<file path="src/rtl/inst_sequencer_pkg.sv">
// Shared definitions for the instruction sequencer: default sizes,
// opcode values, instruction word layout and FSM state encoding.
package inst_sequencer_pkg;

    localparam int IMEM_DEPTH_DEF = 32;
    localparam int ADDR_W_DEF     = 5;
    localparam int RPT_W_DEF      = 8;
    localparam int PIPE_DEPTH_DEF = 7;
    localparam int OUTST_W_DEF    = 4;

    // Instruction word: {opcode[2:0], repeat_minus_one[RPT_W-1:0]}
    localparam int OPC_W   = 3;
    localparam int RPT_LSB = 0;

    typedef enum logic [2:0] {
        OP_LOAD   = 3'b000,
        OP_ADD    = 3'b001,
        OP_SUB    = 3'b010,
        OP_MUL    = 3'b100,
        OP_MULADD = 3'b101,
        OP_MULSUB = 3'b110,
        OP_MAX    = 3'b111
    } opcode_e;

    typedef enum logic [1:0] {
        ST_IDLE  = 2'd0,
        ST_RUN   = 2'd1,
        ST_DRAIN = 2'd2
    } state_e;

endpackage

</file>
<file path="src/rtl/inst_sequencer_outstanding_tracker.sv">
// Up/down counter of decoder operations in flight. Flags a return with
// nothing outstanding (counter held at zero) and a count beyond the
// decoder pipeline depth (counter saturates instead of wrapping).
module outstanding_tracker #(
    parameter int CNT_W   = 4,
    parameter int MAX_OUT = 7
) (
    input  logic             clk,
    input  logic             rst_n,
    input  logic             issue_i,
    input  logic             ret_i,
    output logic [CNT_W-1:0] count_next_o,
    output logic             underflow_o,
    output logic             overflow_o
);

    logic [CNT_W-1:0] count_q;
    logic [CNT_W-1:0] count_d;

    // Next count and error detection; simultaneous issue and return cancel.
    always_comb begin
        count_d     = count_q;
        underflow_o = 1'b0;
        overflow_o  = 1'b0;
        if (issue_i && !ret_i) begin
            if (count_q != '1) begin
                count_d = count_q + 1'b1;
            end
            if (count_q >= CNT_W'(MAX_OUT)) begin
                overflow_o = 1'b1;
            end
        end else if (ret_i && !issue_i) begin
            if (count_q == '0) begin
                underflow_o = 1'b1;
            end else begin
                count_d = count_q - 1'b1;
            end
        end
    end

    // Count register.
    always_ff @(posedge clk or negedge rst_n) begin
        if (!rst_n) begin
            count_q <= '0;
        end else begin
            count_q <= count_d;
        end
    end

    assign count_next_o = count_d;

endmodule

</file>
<file path="src/rtl/inst_sequencer.sv">
// Instruction sequencer: steps through a host-loaded program memory,
// expanding each word's repeat count into back-to-back decoder issues,
// then waits for all results to return before pulsing done.
// Optional build macro INST_SEQ_LOOP_EN adds loop_cnt for repeated passes.
module inst_sequencer
    import inst_sequencer_pkg::*;
#(
    parameter int IMEM_DEPTH = IMEM_DEPTH_DEF,
    parameter int ADDR_W     = ADDR_W_DEF,
    parameter int RPT_W      = RPT_W_DEF,
    parameter int PIPE_DEPTH = PIPE_DEPTH_DEF,
    parameter int OUTST_W    = OUTST_W_DEF
) (
    input  logic              clk,
    input  logic              rst_n,
    input  logic              wr_en,
    input  logic [ADDR_W-1:0] wr_addr,
    input  logic [RPT_W+2:0]  wr_data,
    input  logic [ADDR_W-1:0] prog_len,
    input  logic              start,
    input  logic              stall,
    input  logic              ret_v,
`ifdef INST_SEQ_LOOP_EN
    input  logic [7:0]        loop_cnt,
`endif
    output logic              inst_v,
    output logic [2:0]        opcode,
    output logic [ADDR_W-1:0] pc,
    output logic              busy,
    output logic              done,
    output logic              err
);

    logic [RPT_W+2:0] imem [IMEM_DEPTH];

    state_e            state_q, state_d;
    logic [ADDR_W-1:0] pc_q, pc_d;
    logic [ADDR_W-1:0] len_q, len_d;
    logic [RPT_W-1:0]  rpt_q, rpt_d;
    logic              inst_v_q, inst_v_d;
    logic [2:0]        opcode_q, opcode_d;
    logic              busy_q, busy_d;
    logic              done_q, done_d;
    logic              err_q, err_d;
`ifdef INST_SEQ_LOOP_EN
    logic [7:0]        loop_q, loop_d;
`endif

    logic [ADDR_W-1:0] pc_inc;
    logic [OUTST_W-1:0] outst_next;
    logic              underflow;
    logic              overflow;

    assign pc_inc = pc_q + 1'b1;

    // Program memory write port; contents are not reset and are only
    // writable while idle so a running program cannot be corrupted.
    always_ff @(posedge clk) begin
        if (wr_en && (state_q == ST_IDLE)) begin
            imem[wr_addr] <= wr_data;
        end
    end

    outstanding_tracker #(
        .CNT_W   (OUTST_W),
        .MAX_OUT (PIPE_DEPTH)
    ) u_track (
        .clk          (clk),
        .rst_n        (rst_n),
        .issue_i      (inst_v_q),
        .ret_i        (ret_v),
        .count_next_o (outst_next),
        .underflow_o  (underflow),
        .overflow_o   (overflow)
    );

    // Next-state and output logic; drain completes on the cycle whose
    // return brings the in-flight count to zero.
    always_comb begin
        state_d  = state_q;
        pc_d     = pc_q;
        len_d    = len_q;
        rpt_d    = rpt_q;
        inst_v_d = 1'b0;
        opcode_d = opcode_q;
        done_d   = 1'b0;
`ifdef INST_SEQ_LOOP_EN
        loop_d   = loop_q;
`endif
        err_d    = err_q | (wr_en && (state_q != ST_IDLE)) | underflow | overflow;
        case (state_q)
            ST_IDLE: begin
                if (start) begin
                    state_d = ST_RUN;
                    pc_d    = '0;
                    len_d   = prog_len;
                    rpt_d   = imem[0][RPT_W-1:RPT_LSB];
`ifdef INST_SEQ_LOOP_EN
                    loop_d  = loop_cnt;
`endif
                end
            end
            ST_RUN: begin
                if (!stall) begin
                    inst_v_d = 1'b1;
                    opcode_d = imem[pc_q][RPT_W+OPC_W-1:RPT_W];
                    if (rpt_q != '0) begin
                        rpt_d = rpt_q - 1'b1;
                    end else if (pc_q != len_q) begin
                        pc_d  = pc_inc;
                        rpt_d = imem[pc_inc][RPT_W-1:RPT_LSB];
                    end
`ifdef INST_SEQ_LOOP_EN
                    else if (loop_q != '0) begin
                        loop_d = loop_q - 1'b1;
                        pc_d   = '0;
                        rpt_d  = imem[0][RPT_W-1:RPT_LSB];
                    end
`endif
                    else begin
                        state_d = ST_DRAIN;
                    end
                end
            end
            ST_DRAIN: begin
                if (outst_next == '0) begin
                    done_d  = 1'b1;
                    state_d = ST_IDLE;
                end
            end
            default: begin
                state_d = ST_IDLE;
            end
        endcase
        busy_d = (state_d != ST_IDLE);
    end

    // State and registered outputs; reset aborts any run immediately.
    always_ff @(posedge clk or negedge rst_n) begin
        if (!rst_n) begin
            state_q  <= ST_IDLE;
            pc_q     <= '0;
            len_q    <= '0;
            rpt_q    <= '0;
            inst_v_q <= 1'b0;
            opcode_q <= OP_LOAD;
            busy_q   <= 1'b0;
            done_q   <= 1'b0;
            err_q    <= 1'b0;
`ifdef INST_SEQ_LOOP_EN
            loop_q   <= '0;
`endif
        end else begin
            state_q  <= state_d;
            pc_q     <= pc_d;
            len_q    <= len_d;
            rpt_q    <= rpt_d;
            inst_v_q <= inst_v_d;
            opcode_q <= opcode_d;
            busy_q   <= busy_d;
            done_q   <= done_d;
            err_q    <= err_d;
`ifdef INST_SEQ_LOOP_EN
            loop_q   <= loop_d;
`endif
        end
    end

    assign inst_v = inst_v_q;
    assign opcode = opcode_q;
    assign pc     = pc_q;
    assign busy   = busy_q;
    assign done   = done_q;
    assign err    = err_q;

endmodule
</file>
<file path="config.mk">
export PLATFORM = sky130hd
export DESIGN_NAME = inst_sequencer
export DESIGN_NICKNAME = d
export VERILOG_FILES = /design/src/rtl/inst_sequencer_pkg.sv /design/src/rtl/inst_sequencer_outstanding_tracker.sv /design/src/rtl/inst_sequencer.sv
export SDC_FILE = /design/constraint.sdc
export NUM_CORES = 1
export LEC_CHECK = 0
export CORE_MARGIN = 3
export CORE_UTILIZATION = 40
export CTS_CLUSTER_SIZE = 14
export DETAILED_ROUTE_END_ITERATION = 10
export GPL_TIMING_DRIVEN = 0
export HOLD_SLACK_MARGIN = 0.06
export PLACE_DENSITY = 0.68
export SYNTH_ARGS = -nofsm -noshare
export SYNTH_HDL_FRONTEND = slang
export SYNTH_HIERARCHICAL = 1
export SYNTH_SLANG_ARGS = --single-unit
</file>
<file path="constraint.sdc">
create_clock -name clk -period 7.3 [get_ports clk]
set_input_delay 0.73 -clock clk [delete_from_list [all_inputs] [get_ports clk]]
set_output_delay 0.73 -clock clk [all_outputs]
set_load 0.02 [all_outputs]
</file>
# Yosys cells after proc, flatten, opt, wreduce, memory -nomap -nowiden
# Memories as Yosys holds them, arrays and structs flattened. A register that Yosys moved wholly into a read port is not among the register bits.
# Cells that the tools add are included.
dict set report word_totals {
  reg_bits 28
  ramBits 352
  in_bits 27
  out_inout_bits 12
  wordCells 77
  memories 1
}
# memory words width read_ports rd_ports_with_merged_regs wr line_no
set memory_table {}
lappend memory_table {imem 32 11 3 1 1 inst_sequencer.sv:34} ;# logic [RPT_W+2:0] imem [IMEM_DEPTH];
dict set report op_classes {
  n_addsub 4
  order_cmp 1
  eq_ne 9
  n_mux 31
  bitwise_logic 4
  n_reduce_logical 18
}
# op count
set op_table {}
lappend op_table {{$mux W8} 4}
lappend op_table {{$mux W5} 4}
lappend op_table {{$mux W4} 4}
lappend op_table {{$pmux W8 S2} 1}
lappend op_table {{$mux W1} 11}
lappend op_table {{$mux W2} 5}
lappend op_table {{$pmux W5 S2} 1}
lappend op_table {{$logic_not A4 Y1} 2}
lappend op_table {{$ne A2 B2 Y1 const B} 4}
lappend op_table {{$reduce_bool A8 Y1} 1}
lappend op_table {{$sub A8 B1 Y8 const B} 1}
lappend op_table {{$pmux W2 S3} 1}
lappend op_table {{$reduce_bool A2 Y1} 3}
lappend op_table {{$add A5 B1 Y5 const B} 1}
lappend op_table {{$ne A5 B5 Y1} 1}
lappend op_table {{$reduce_and A5 Y1} 1}
lappend op_table {{$add A4 B1 Y4 const B} 1}
lappend op_table {{$ge A4 B3 Y1 const B} 1}
lappend op_table {{$logic_and A1 B1 Y1} 4}
lappend op_table {{$ne A4 B4 Y1 const B} 1}
lappend op_table {{$reduce_and A2 Y1} 2}
lappend op_table {{$reduce_and A4 Y1} 1}
lappend op_table {{$sub A4 B1 Y4 const B} 1}
lappend op_table {{$logic_not A1 Y1} 3}
lappend op_table {{6 further kinds} 8}

# Logic depth before layout (Yosys ltp)
# Gate-level depths: netlist of the first run.
dict set report depth {
  word_depth 8
  depth_mapped 10
  depth_no_buf 9
}

# Hierarchy
# Netlist of the first run, hierarchy kept.
# mod n_inst cells_per_inst area_per_inst_um2 seq_area_each_um2
set modules_own_cells {}
lappend modules_own_cells {inst_sequencer 1 818 15210.8 11245.8}
lappend modules_own_cells {outstanding_tracker 1 35 327.8 100.1}

# Least setup slack after synthesis of the first run
# Ideal clock, no wire load.
dict set report synth_timing {
  kind {reg-to-reg}
  from {reg pc_q[1], in the netlist pc[1]}
  to {reg rpt_q[1]}
  setup_time_ns 0.147
  arrival_time_ns 2.565
  required_ns 7.153
  slack_ns 4.588
  path_stages_with_launch 10
  path_buffers 3
  synth_period_minus_slack_ns 2.712
  cell_sequence {dfrtp_1 > ha_1 > clkbuf_1 > clkbuf_1 > clkbuf_1 > mux4_2 > a21oi_1 > o211ai_1 > o211ai_1 > a31oi_1}
}
dict set report synth_between {
  elab_chain_cells 6
}
# element line_no
set synth_rtl {}
lappend synth_rtl {{start, declared} inst_sequencer.sv:37} ;# logic [ADDR_W-1:0] pc_q, pc_d;
lappend synth_rtl {{start signal, assigned} inst_sequencer.sv:155} ;# pc_q <= pc_d;
lappend synth_rtl {{$add A5 B1 Y5} inst_sequencer.sv:54} ;# assign pc_inc = pc_q + 1'b1;
lappend synth_rtl {{$mem_v2 Z32 W11} --}
lappend synth_rtl {{$mux W8} inst_sequencer.sv:109} ;# end else if (pc_q != len_q) begin
lappend synth_rtl {{$mux W8} inst_sequencer.sv:107} ;# if (rpt_q != '0) begin
lappend synth_rtl {{$mux W8} inst_sequencer.sv:104} ;# if (!stall) begin
lappend synth_rtl {{$pmux W8 S2} inst_sequencer.sv:91} ;# case (state_q)
lappend synth_rtl {{end signal, assigned} inst_sequencer.sv:157} ;# rpt_q <= rpt_d;
lappend synth_rtl {{end, declared} inst_sequencer.sv:39} ;# logic [RPT_W-1:0] rpt_q, rpt_d;
# Parallel ways exist; a longest one is shown, timed or not. The select of a mux whose other input is x is not followed.
# A chain may end at the register's enable or synchronous reset.

# Worst setup path after layout of the first run
dict set report layout_timing {
  from {reg pc_q[1], in the netlist pc[1]}
  to {reg rpt_q[5]}
}
# The elaborated chain is that of the path after synthesis.

==> results.txt, run 1 <==
The H-tree level count is 2. The floorplan has 71 rows. The number of fill cells in the layout came out at 3156. A synthesized cell averages 18.2 sq um. Internal power comes to 4.12 mW. The total die area is 41200 sq um.

The number of antenna diodes in the final layout is 0. The tightest min-delay check is of the input pin to async pin type. The violation count after the first detailed-routing iteration is about 1200. The number of setup buffers added after CTS came out at 0. The final number of setup-violating endpoints came out at 0. The top achievable clock speed is 242 MHz. The first-pass GRT wire length came out at 56.4 mm. After detailed routing, the average wire length per cell comes to 25.6 microns.

The total power per unit cell area is 320 nW/um^2. The via count of the first global-routing pass came out at 8485. Across the whole layout, storage elements account for 11300 sq um. The number of synthesized flops with an enable pin came out at 352. The overflow left after global routing is 0. For the final routed database, the setup TNS stands at 0 ns. Compared with the post-synthesis result, the final layout area differs by 14.9%.

The die boundary height is 203 microns. The number of gates resized after CTS was 0. The actual transition at the worst max-transition pin came out at between 1 and 1.5 ns.

The count of hold-fix buffers inserted at cts came out at 0. TritonCTS built the clock tree. Summing all multi-input logic gate instances after layout gives 4000 sq um.

The power dissipated by switching net loads came out at 1.59 mW. The static leakage is 5.57 nW. The starting density of the core came out at 41.0%. The count of endpoints failing hold in the final timing report is 0.

For this run, the leading register cell type out of synthesis is sky130_fd_sc_hd__edfxtp_1. The worst supply voltage drop on vdd is roughly 0.15 mV. The area of the core is 37900 sq um.

The worst slack on hold paths is 0.244 ns. The clock period could shrink to 4.14 ns. The share of total power in sequential cells is between 40 and 50%. The residual antenna-violating net count after detailed routing is 0.

The length of the first detailed-routing pass in iterations came out at 5. The final layout contains routed wiring with a total length of 37.7 mm. The number of nets handed over by synthesis was 885. In this design, the stage delay of the slowest critical-path cell is 1.05 ns. The CTS buffer count is 39. The synthesized netlist contains 61 unique library cells. Counting along the longest clock path gives a buffer depth of 3. The number of instances in the synthesized netlist is about 850.

The async set or reset register ratio after synthesis came out at 8.09%. The number of sinks handled by clock tree synthesis came out at between 300 and 400. The synthesized design contains between 300 and 400 register bits. The clock-pin slew on the worst setup and hold paths is 0.06 ns. Data on the critical path is required at its endpoint by 7.73 ns. The net count of the finished layout came out at 967.

Entering global routing, the biggest net connects 33 pins. The number of max-cap violations is 0. After detailed routing, the number of remaining DRC violations is 0.

The cell with the biggest individual delay on the critical path is sky130_fd_sc_hd__xor2_1. The power share of the combinational group came out at 21.2%. Summing every instance area after synthesis gives 15500 sq um.

The number of top-level pins came out at 39. The relative contribution of the clock network to total power is roughly a third. The count of final max-slew check failures is 0. Measured against its own limit, the worst slew margin works out to 6.00%. The die boundary width is 203 microns. The critical path is of the flip-flop to flip-flop type. The data arrival time at the worst-slack endpoint is 4.57 ns. The routability congestion estimate from global placement is 0.858. Buffers placed on the I/O ports in this run total 38. The tree is rooted in a sky130_fd_sc_hd__clkbuf_16. Traced cell by cell, the critical path runs through ha_1, buf_2, xor2_1, clkbuf_1, clkbuf_1, nand2_1, a31oi_1, nand4_1, a31oi_1. The endpoint type of the worst setup path is a flip-flop. Of the available clock period, the critical path in the final layout requires 56.7%. The final total power came out at 5.71 mW.

The setup slack of the most critical reg-to-reg path came out at 3.16 ns. The worst setup path is launched from a flip-flop. The total half-perimeter wirelength after legalization and detailed placement is 24.5 mm.

For this run, the share of the core covered by cells in the final layout is 47.1%. The number of vias per cell came out at 5.76. Setup repair after global routing left no endpoint under its margin.

The total global-route track usage came out at 18.4%. The via total after detailed routing came out at 8490. The highest fanout seen on the critical path came out at 10. The net switching fraction of the power is 27.8%.

Of the cells placed in the final design, the portion with a size suffix greater than 1 is between 10% and 20%. Yosys printed 6 warnings. Sequential cells were found to cover between 70% and 80% of the synthesized design area.

The flow ran to the end, and the final reports show no timing, DRC or antenna violations. The number of antenna violations at the first check in global routing is 1. The clock insertion delay at the later pin of the skew report came out at 0.53 ns. The final worst clock skew is 0.0213 ns.
[cell usage after synthesis (5+ instances only)]
cell	instances	area, sq um
sky130_fd_sc_hd__clkbuf_1	26	97.6
sky130_fd_sc_hd__a31oi_1	10	62.6
sky130_fd_sc_hd__mux2i_1	19	190
sky130_fd_sc_hd__mux2_2	9	101
sky130_fd_sc_hd__o21ai_0	18	90.1
sky130_fd_sc_hd__nor3_1	12	60.1
sky130_fd_sc_hd__inv_1	7	26.3
sky130_fd_sc_hd__a21oi_1	13	65.1
sky130_fd_sc_hd__dfrtp_1	31	776
sky130_fd_sc_hd__ha_1	5	62.6
sky130_fd_sc_hd__nand2_1	60	225
sky130_fd_sc_hd__edfxtp_1	352	10600
sky130_fd_sc_hd__mux4_2	87	1960
sky130_fd_sc_hd__nor2_1	65	244
sky130_fd_sc_hd__nand3_1	23	115
sky130_fd_sc_hd__nor2b_1	5	31.3
sky130_fd_sc_hd__nand2b_1	7	43.8
sky130_fd_sc_hd__buf_2	8	40.0
sky130_fd_sc_hd__xnor2_1	13	114
sky130_fd_sc_hd__xor2_1	5	43.8
[final timing paths]
path	from	end	cells past startpoint
hold / removal	rst_n	u_track/count_q[3]	1
min in group clk	err	err	2
setup reg to reg	pc[1]	rpt_q[5]	9
max in group asynchronous	rst_n	rpt_q[3]	1
hold reg to reg	err	err	2
setup / recovery	pc[1]	rpt_q[5]	9
[worst max-delay path: cells and delay by family, from the launching register on]
| kind | cells | cell delay [ns] |
|---|---|---|
| flip-flops | 1 | 0.48 |
| buffers and inverters | 3 | 1.38 |
| adder cells (fa/ha/maj) | 1 | 0.18 |
| AND/OR/NAND/NOR | 2 | 0.31 |
| XOR/XNOR | 1 | 1.05 |
| AO/OA/AOI/OAI | 2 | 0.63 |
[cells by family (layout without fill, tap and decap cells)]
logic type	count (synthesis)	after routing	synth area share, %
muxes	115	115	14.5
xor gates and xnor gates	18	18	1.01
DFF	383	383	73.0
adders and majority gates	5	5	0.403
buffers and inverters	47	157	1.34
AOI/OAI and AO/OA	81	81	3.45
and+or+nand+nor	204	204	6.29
[final cells by class]
cell class              count  share of cell area, %
plain buffers              40                   1.02
clock buffers              48                   5.77
clock inverters            21                   1.24
inverters                   7                  0.147
multi-input cells         423                   22.4
flip-flops and latches    383                   63.5
well taps                 511                   3.58
repair buffers             41                   2.29
[registers in the layout, summed over array words and instances, names as in the netlist]
name	cells
busy	1
done	1
err	1
imem	352
inst_v	1
len_q	5
opcode	3
pc	5
rpt_q	8
state_q	2
u_track/count_q	4
[layout by cell type (no fill, tap or decap), types with 3 or more instances in the layout]
| cell | n |
|---|---|
| sky130_fd_sc_hd__nand3b_1 | 3 |
| sky130_fd_sc_hd__nor2_2 | 8 |
| sky130_fd_sc_hd__nor3b_1 | 4 |
| sky130_fd_sc_hd__clkdlybuf4s50_1 | 37 |
| sky130_fd_sc_hd__clkbuf_16 | 40 |
| sky130_fd_sc_hd__o21ai_0 | 18 |
| sky130_fd_sc_hd__nand2_1 | 60 |
| sky130_fd_sc_hd__a21oi_1 | 13 |
| sky130_fd_sc_hd__mux4_2 | 87 |
| sky130_fd_sc_hd__buf_1 | 3 |
| sky130_fd_sc_hd__bufinv_16 | 4 |
| sky130_fd_sc_hd__clkbuf_1 | 34 |
| sky130_fd_sc_hd__xor2_1 | 5 |
| sky130_fd_sc_hd__edfxtp_1 | 352 |
| sky130_fd_sc_hd__o21ai_1 | 3 |
| sky130_fd_sc_hd__nand2b_1 | 7 |
| sky130_fd_sc_hd__mux2_2 | 9 |
| sky130_fd_sc_hd__nor2_1 | 57 |
| sky130_fd_sc_hd__o31ai_1 | 3 |
| sky130_fd_sc_hd__buf_2 | 9 |
| sky130_fd_sc_hd__ha_1 | 5 |
| sky130_fd_sc_hd__a32oi_1 | 3 |
| sky130_fd_sc_hd__o2111ai_1 | 3 |
| sky130_fd_sc_hd__xnor2_1 | 13 |
| sky130_fd_sc_hd__dfrtp_1 | 31 |
| sky130_fd_sc_hd__mux2i_1 | 19 |
| sky130_fd_sc_hd__a31oi_1 | 10 |
| sky130_fd_sc_hd__buf_6 | 6 |
| sky130_fd_sc_hd__nor3_1 | 12 |
| sky130_fd_sc_hd__nor2b_1 | 5 |
| sky130_fd_sc_hd__o211ai_1 | 4 |
| sky130_fd_sc_hd__clkinv_1 | 4 |
| sky130_fd_sc_hd__o22ai_1 | 4 |
| sky130_fd_sc_hd__clkinv_2 | 9 |
| sky130_fd_sc_hd__inv_1 | 7 |
| sky130_fd_sc_hd__nand4_1 | 4 |
| sky130_fd_sc_hd__nand3_1 | 23 |
| sky130_fd_sc_hd__or3_1 | 4 |
[power by group through the flow]
stage | logic, mW | clock network, mW | registers (mW)
after floorplan | 0.784 | 0 | 2.58
after global placement | 1.19 | 0 | 2.58
after detailed placement | 1.20 | 0 | 2.58
after CTS | 1.21 | 1.99 | 2.53
after global routing | 1.29 | 2.09 | 2.54
final | 1.21 | 1.97 | 2.53
[layer usage]
layer | GRT usage (%) | routed length [microns] | part of all wire, %
met5 | 0 | 13 | 0.035
met4 | 4.08 | 731 | 1.9
met3 | 3.30 | 3000 | 8.0
met2 | 29.4 | 17800 | 47
met1 | 26.9 | 16100 | 43
[through the flow]
step                      setup slack, ns  cell area, sq um  std cells
after CTS                            3.10             17800       1472
after global placement               3.22             16600       1402
after detailed placement             3.15             16600       1403
after floorplan                      4.59             15500        853
final                                3.16             17900       1474
after global routing                 3.02             17900       1474
Note: power is estimated with default switching activity, not from simulation.
==> inputs of run 2 (changes only) <==
- clock period: 7.3 -> 4 ns (I/O delays scaled with it)
==> results.txt, run 2 (synthesized netlist as in run 1, its figures left out) <==
Outcome: finished clean (unchanged). The cell-internal power is 7.53 mW (was 4.12 mW). The power share of the combinational group is 21.2% (about the same). The violation count after the first detailed-routing iteration came out at 1088 (was 1178). The power dissipated by switching net loads came out at 2.90 mW (was 1.59 mW). The setup slack of the most critical reg-to-reg path is 0.20 ns (was 3.16 ns). The uppermost layer routed is met5 (unchanged). The number of flip-flops under the largest register name came to 352 (unchanged).

The end of the worst register-to-register path is rpt_q[5] (unchanged). The count of endpoints failing hold in the final timing report is 0 (unchanged). The normalized max-slew margin is 5.93% (was 6.00%). The relative area change from synthesis to final layout is 15.0% (was 14.9%).

The final worst clock skew is 0.0203 ns (was 0.0213 ns). The endpoint type of the worst setup path is a flip-flop (unchanged). The number of antenna cells inserted is 0 (unchanged).

The net count of the finished layout came out at 967 (unchanged). The most common cell after layout, fill and taps aside was sky130_fd_sc_hd__edfxtp_1 (unchanged). Registers with the most flip-flops: imem x352, rpt_q x8 (unchanged). The cell at the root of the clock tree is sky130_fd_sc_hd__clkbuf_16 (unchanged). The number of antenna violations at the first check in global routing came to 1 (unchanged). The static leakage is 5.58 nW (was 5.57 nW). The highest fanout seen on the critical path came out at 10 (unchanged). The final core utilization came to 47.1% (about the same). The number of vias per cell came out at 5.76 (about the same). The total power per unit cell area came to 583 nW/um^2 (was 320 nW/um^2). The starting density of the core came to 41.0% (unchanged). The die boundary width is 203 microns (unchanged). The die boundary height is 203 microns (unchanged).

The CTS tree is yes (unchanged). The total die area is 41200 sq um (unchanged). The class of the most critical setup path is flip-flop to flip-flop (unchanged). The area of the core came out at 37900 sq um (unchanged). The largest register by flop count is imem (unchanged).

The sort of element at the start of the critical path is a flip-flop (unchanged). The number of standard-cell rows in the floorplan was 71 (unchanged). The data arrival time at the worst-slack endpoint was 4.23 ns (was 4.57 ns).

The actual transition at the worst max-transition pin came out at 1.41 ns (was 1.40 ns). The H-tree level count came out at 2 (unchanged). The count of buffers from port buffering was 38 (unchanged). The number of top-level pins came to 39 (unchanged). The clock period minus worst slack came to 3.80 ns (was 4.14 ns). The maximum clock insertion buffer count came out at 3 (unchanged). The net switching fraction of the power came out at 27.8% (about the same).

The average routed wire per standard cell is 25.6 microns (about the same). Highest-count cells in the layout ignoring fill and taps: sky130_fd_sc_hd__edfxtp_1 (352), sky130_fd_sc_hd__mux4_2 (87), sky130_fd_sc_hd__nand2_1 (60) (unchanged). The total detailed-routing wirelength came out at 37.8 mm (was 37.7 mm).

The worst-case reg-to-reg path depth came out at 8 (was 9). The ratio of cells with drive above 1 in the final layout is 19.7% (was 19.5%). The routability congestion estimate from global placement was 0.858 (unchanged).

The count of final max-slew check failures is 0 (unchanged). The via count of the first global-routing pass is 8490 (was 8485). The launch instance of the worst register-to-register path is pc[1] (unchanged).

The total routed wire length on the met1 layer is 16.0 mm (was 16.1 mm). The total half-perimeter wirelength after legalization and detailed placement came out at 24.5 mm (unchanged). The clock-pin slew on the worst setup and hold paths was 0.06 ns (about the same). The number of sinks handled by clock tree synthesis is 383 (unchanged). The share of total power in sequential cells is 44.4% (about the same). The residual antenna-violating net count after detailed routing is 0 (unchanged).

The overflow left after global routing came out at 0 (unchanged). The path class of the lowest-slack min-delay path is input pin to async pin (unchanged). The number of max-cap violations came out at 0 (unchanged).

Setup repair after global routing missed its margin: no (unchanged). The length of the first detailed-routing pass in iterations came out at 6 (was 5). The top achievable clock speed is 263 MHz (was 242 MHz). The total length of routed met2 wires came out at 17.9 mm (was 17.8 mm). The CTS buffer count is 39 (unchanged). The pin count of the biggest net entering global routing is 33 (unchanged). The pre-CTS setup slack is -0.153 ns (was 3.15 ns). The worst supply voltage drop on vdd was 0.265 mV (was 0.145 mV). The minimum setup slack in the final design came to 0.197 ns (was 3.16 ns). The data required time at the worst endpoint is 4.43 ns (was 7.73 ns). The clock insertion delay at the later pin of the skew report came out at 0.53 ns (about the same). The relative contribution of the clock network to total power came to 34.4% (about the same). The first-pass GRT wire length came out at 56.4 mm (about the same). The total global-route track usage is 18.5% (was 18.4%). The ratio of final minimum period to clock period was 95.1% (was 56.7%). The via total after detailed routing is 8491 (was 8490). The length of routed met3 wiring came out at 3.16 mm (was 3.00 mm). The final number of setup-violating endpoints is 0 (unchanged). The count of unresolved DRC violations after routing is 0 (unchanged).
[run 2: worst max path at each step]
stage                from  endpoint
floorplan           pc[1]  rpt_q[1]
CTS                 pc[1]  rpt_q[5]
global route        pc[0]  rpt_q[7]
detailed placement  pc[1]  rpt_q[7]
global placement    pc[1]  rpt_q[7]
finish              pc[1]  rpt_q[5]
[run 2: critical path, cell delays in order (launching register included)]
cell,delay [ns]
sky130_fd_sc_hd__dfrtp_1,0.46
sky130_fd_sc_hd__ha_1,0.75
sky130_fd_sc_hd__clkbuf_1,0.61
sky130_fd_sc_hd__clkbuf_1,0.68
sky130_fd_sc_hd__mux4_2,0.35
sky130_fd_sc_hd__nand2_1,0.06
sky130_fd_sc_hd__a31oi_1,0.38
sky130_fd_sc_hd__nand4_1,0.19
sky130_fd_sc_hd__a31oi_1,0.22
[run 2: cell type report]
type | count | area, sq um
Clock inverter | 21 | 221
Timing Repair Buffer | 42 | 419
Buffer | 39 | 180
Multi-Input combinational cell | 423 | 4010
Sequential cell | 383 | 11300
Tap cell | 511 | 639
Fill cell | 3155 | 20100
Clock buffer | 48 | 1030
Inverter | 7 | 26.3
[run 2: repair_timing]
item                       in CTS  in global routing
hold buffers                    1                  0
pin swaps                       0                  0
hold endpoints to repair       31                  0
gates resized for setup         2                  0
setup endpoints to repair       3                  4
gates cloned                    0                  0
setup buffers                   0                  0
[run 2: power groups by stage]
| stage | clock [mW] | combinational (mW) | sequential, mW |
|---|---|---|---|
| floorplan | 0 | 1.43 | 4.71 |
| global placement | 0 | 2.17 | 4.70 |
| detailed placement | 0 | 2.20 | 4.71 |
| CTS | 3.63 | 2.21 | 4.62 |
| global route | 3.81 | 2.36 | 4.64 |
| finish | 3.59 | 2.21 | 4.62 |
[run 2: through the flow]
| stage | hold WS [ns] | setup TNS, ns | instance area [sq um] | instances | total power, mW |
|---|---|---|---|---|---|
| 2_1_floorplan | 0.104 | 0 | 15500 | 853 | 6.14 |
| 3_3_place_gp | 0.479 | -0.0767 | 16600 | 1402 | 6.87 |
| 3_5_place_dp | 0.481 | -0.200 | 16600 | 1403 | 6.90 |
| 4_1_cts | 0.480 | 0 | 17800 | 1473 | 10.5 |
| 5_1_grt | 0.495 | 0 | 17900 | 1474 | 10.8 |
| 6_report | 0.470 | 0 | 17900 | 1474 | 10.4 |
[run 2: metal layers]
metal  track usage, %  up-vias
li1                 -     3598
met3             3.30       64
met4             4.08        2
met2             29.4      426
met1             26.9     4401
met5                0        -
==> inputs of run 3 (changes only) <==
- CAP_MARGIN: default -> 40
==> results.txt, run 3 (synthesized netlist as in run 1, its figures left out) <==
Outcome: finished clean (unchanged). The final total power is 10.5 mW (was 10.4 mW). The data required time at the worst endpoint was 4.44 ns (was 4.43 ns).

The number of setup buffers added after CTS was 0 (unchanged). The number of flip-flops under the largest register name was 352 (unchanged). The worst supply voltage drop on vdd was 0.358 mV (was 0.265 mV). The starting density of the core came to 41.0% (unchanged). The number of sinks handled by clock tree synthesis is 383 (unchanged).

The share of total power in sequential cells came out at 44.0% (was 44.4%). The first-pass GRT wire length is 56.9 mm (was 56.4 mm). The net switching fraction of the power is 28.1% (was 27.8%). The residual antenna-violating net count after detailed routing is 0 (unchanged). The via total after detailed routing is 8655 (was 8491). The highest fanout seen on the critical path was 10 (unchanged).

The die boundary width came out at 203 microns (unchanged). The minimum setup slack in the final design came to 0.273 ns (was 0.197 ns). The worst-case reg-to-reg path depth came out at 9 (was 8).

The pin count of the biggest net entering global routing is 33 (unchanged). The relative contribution of the clock network to total power came out at 34.1% (was 34.4%). The total detailed-routing wirelength came to 38.3 mm (was 37.8 mm). The average routed wire per standard cell was 25.2 microns (was 25.6 microns). The clock period minus worst slack is 3.73 ns (was 3.80 ns). The CTS tree is yes (unchanged). The number of max-cap violations came out at 0 (unchanged). The setup slack of the most critical reg-to-reg path came to 0.27 ns (was 0.20 ns). The total global-route track usage came out at 18.6% (was 18.5%). The die boundary height came out at 203 microns (unchanged).

The number of standard-cell rows in the floorplan is 71 (unchanged). The power dissipated by switching net loads is 2.95 mW (was 2.90 mW). The cell at the root of the clock tree is sky130_fd_sc_hd__clkbuf_16 (unchanged). The path class of the lowest-slack min-delay path is input pin to async pin (unchanged). Highest-count cells in the layout ignoring fill and taps: sky130_fd_sc_hd__edfxtp_1 (352), sky130_fd_sc_hd__mux4_2 (87), sky130_fd_sc_hd__nor2_1 (61) (was sky130_fd_sc_hd__edfxtp_1 (352), sky130_fd_sc_hd__mux4_2 (87), sky130_fd_sc_hd__nand2_1 (60)). The power share of the combinational group came to 21.9% (was 21.2%). The count of buffers from port buffering is 38 (unchanged). The most common cell after layout, fill and taps aside was sky130_fd_sc_hd__edfxtp_1 (unchanged).

The clock insertion delay at the later pin of the skew report is 0.54 ns (was 0.53 ns). The normalized max-slew margin was 37.0% (was 5.93%). The area of the core is 37900 sq um (unchanged).

The count of endpoints failing hold in the final timing report is 0 (unchanged). The ratio of final minimum period to clock period came out at 93.2% (was 95.1%). The cell-internal power came to 7.55 mW (was 7.53 mW). The count of final max-slew check failures came out at 0 (unchanged). The number of antenna violations at the first check in global routing is 3 (was 1).

The total power per unit cell area came out at 569 nW/um^2 (was 583 nW/um^2). The launch instance of the worst register-to-register path is pc[1] (unchanged). The sort of element at the start of the critical path is a flip-flop (unchanged). The total half-perimeter wirelength after legalization and detailed placement came out at 26.7 mm (was 24.5 mm). The endpoint type of the worst setup path is a flip-flop (unchanged). The pre-CTS setup slack is 0.0254 ns (was -0.153 ns). The clock-pin slew on the worst setup and hold paths came out at 0.06 ns (about the same). The setup TNS came to 0 ns (unchanged).

The net count of the finished layout came to 1015 (was 967). The maximum clock insertion buffer count is 3 (unchanged). The number of antenna cells inserted is 0 (unchanged). Registers with the most flip-flops: imem x352, rpt_q x8 (unchanged). The data arrival time at the worst-slack endpoint came out at 4.17 ns (was 4.23 ns). The top achievable clock speed is 268 MHz (was 263 MHz). The total die area is 41200 sq um (unchanged). The largest register by flop count was imem (unchanged). The ratio of cells with drive above 1 in the final layout is 22.3% (was 19.7%). The actual transition at the worst max-transition pin was 0.941 ns (was 1.41 ns). The number of vias per cell came to 5.68 (was 5.76).

The final worst clock skew is 0.0165 ns (was 0.0203 ns). The H-tree level count is 2 (unchanged). The CTS buffer count was 39 (unchanged).

Setup repair after global routing missed its margin: no (unchanged). The overflow left after global routing came out at 0 (unchanged). The routability congestion estimate from global placement is 0.858 (unchanged). The destination of the critical timing path is rpt_q[5] (unchanged).

The length of the first detailed-routing pass in iterations is 5 (was 6). The number of top-level pins came out at 39 (unchanged). The via count of the first global-routing pass came out at 8642 (was 8490). The relative area change from synthesis to final layout is 18.6% (was 15.0%). The violation count after the first detailed-routing iteration is 1064 (was 1088). The final number of setup-violating endpoints is 0 (unchanged).

The final core utilization was 48.6% (was 47.1%). The end of the worst register-to-register path is rpt_q[5] (unchanged). The static leakage is 5.88 nW (was 5.58 nW). The count of unresolved DRC violations after routing came out at 0 (unchanged). The launching instance or port of the critical path is pc[1] (unchanged). The class of the most critical setup path is flip-flop to flip-flop (unchanged).
==> run 3: changes by cell type in the layout (fill, tap and decap cells not counted), moves of 3 or more <==
| cell | change |
|---|---|
| sky130_fd_sc_hd__buf_6 | +23 |
| sky130_fd_sc_hd__buf_4 | +11 |
| sky130_fd_sc_hd__buf_8 | +8 |
| sky130_fd_sc_hd__clkinv_1 | +5 |
| sky130_fd_sc_hd__clkinv_2 | -5 |
| sky130_fd_sc_hd__buf_16 | +4 |
| sky130_fd_sc_hd__nor2_1 | +4 |
| sky130_fd_sc_hd__nor2_2 | -4 |
| sky130_fd_sc_hd__clkbuf_1 | +3 |
==> run 3: power groups by stage <==
| stage | registers, mW | clock network, mW | logic (mW) |
|---|---|---|---|
| 4_1_cts | 4.62 | 3.62 | 2.27 |
| 2_1_floorplan | 4.71 | 0 | 1.43 |
| 6_report | 4.62 | 3.58 | 2.30 |
| 3_3_place_gp | 4.70 | 0 | 2.17 |
| 3_5_place_dp | 4.70 | 0 | 2.26 |
| 5_1_grt | 4.64 | 3.80 | 2.45 |
==> run 3: layer usage <==
metal | GRT usage [%] | up-vias | share of wire [%]
li1 | - | 3687 | -
met1 | 27.0 | 4428 | 41
met2 | 29.2 | 468 | 47
met3 | 4.07 | 68 | 9.6
met4 | 4.47 | 4 | 2.3
met5 | 0 | - | 0.081
==> run 3: metrics by stage <==
step	cells	hold slack (ns)	area [sq um]
floorplan	853	0.104	15500
global placement	1402	0.479	16600
detailed placement	1450	0.485	17100
CTS	1521	0.471	18400
global route	1523	0.495	18400
finish	1523	0.449	18400
==> run 3: worst max-delay path, stage by stage, from the launching register on <==
cell	delay [ns]
sky130_fd_sc_hd__dfrtp_1	0.47
sky130_fd_sc_hd__ha_1	0.18
sky130_fd_sc_hd__buf_2	0.19
sky130_fd_sc_hd__xor2_1	0.70
sky130_fd_sc_hd__clkbuf_1	0.62
sky130_fd_sc_hd__clkbuf_1	0.57
sky130_fd_sc_hd__nand2_1	0.12
sky130_fd_sc_hd__a31oi_1	0.37
sky130_fd_sc_hd__nand4_1	0.18
sky130_fd_sc_hd__a31oi_1	0.22
==> run 3: worst min-delay path by stage <==
stage	slack, ns	from	to	depth (start not counted)
after floorplan	0.10	rst_n	busy	0
after global placement	0.48	err	err	2
after detailed placement	0.49	rst_n	u_track/count_q[2]	1
after CTS	0.47	prog_len[3]	len_q[3]	2
after global routing	0.50	prog_len[3]	len_q[3]	2
final	0.45	rst_n	u_track/count_q[2]	2
==> run 3: repair_timing <==
item                                   4_1_cts  5_1_grt
hold buffers                                 1        0
gates resized for setup                      0        0
endpoints found under the hold margin       31        0
==> run 3: layout make-up <==
class | count | area [sq um]
Buffer | 40 | 183
Clock buffer | 48 | 1010
Clock inverter | 22 | 243
Fill cell | 3103 | 19500
Inverter | 7 | 26.3
Multi-Input combinational cell | 423 | 3990
Sequential cell | 383 | 11300
Tap cell | 511 | 639
Timing Repair Buffer | 89 | 996
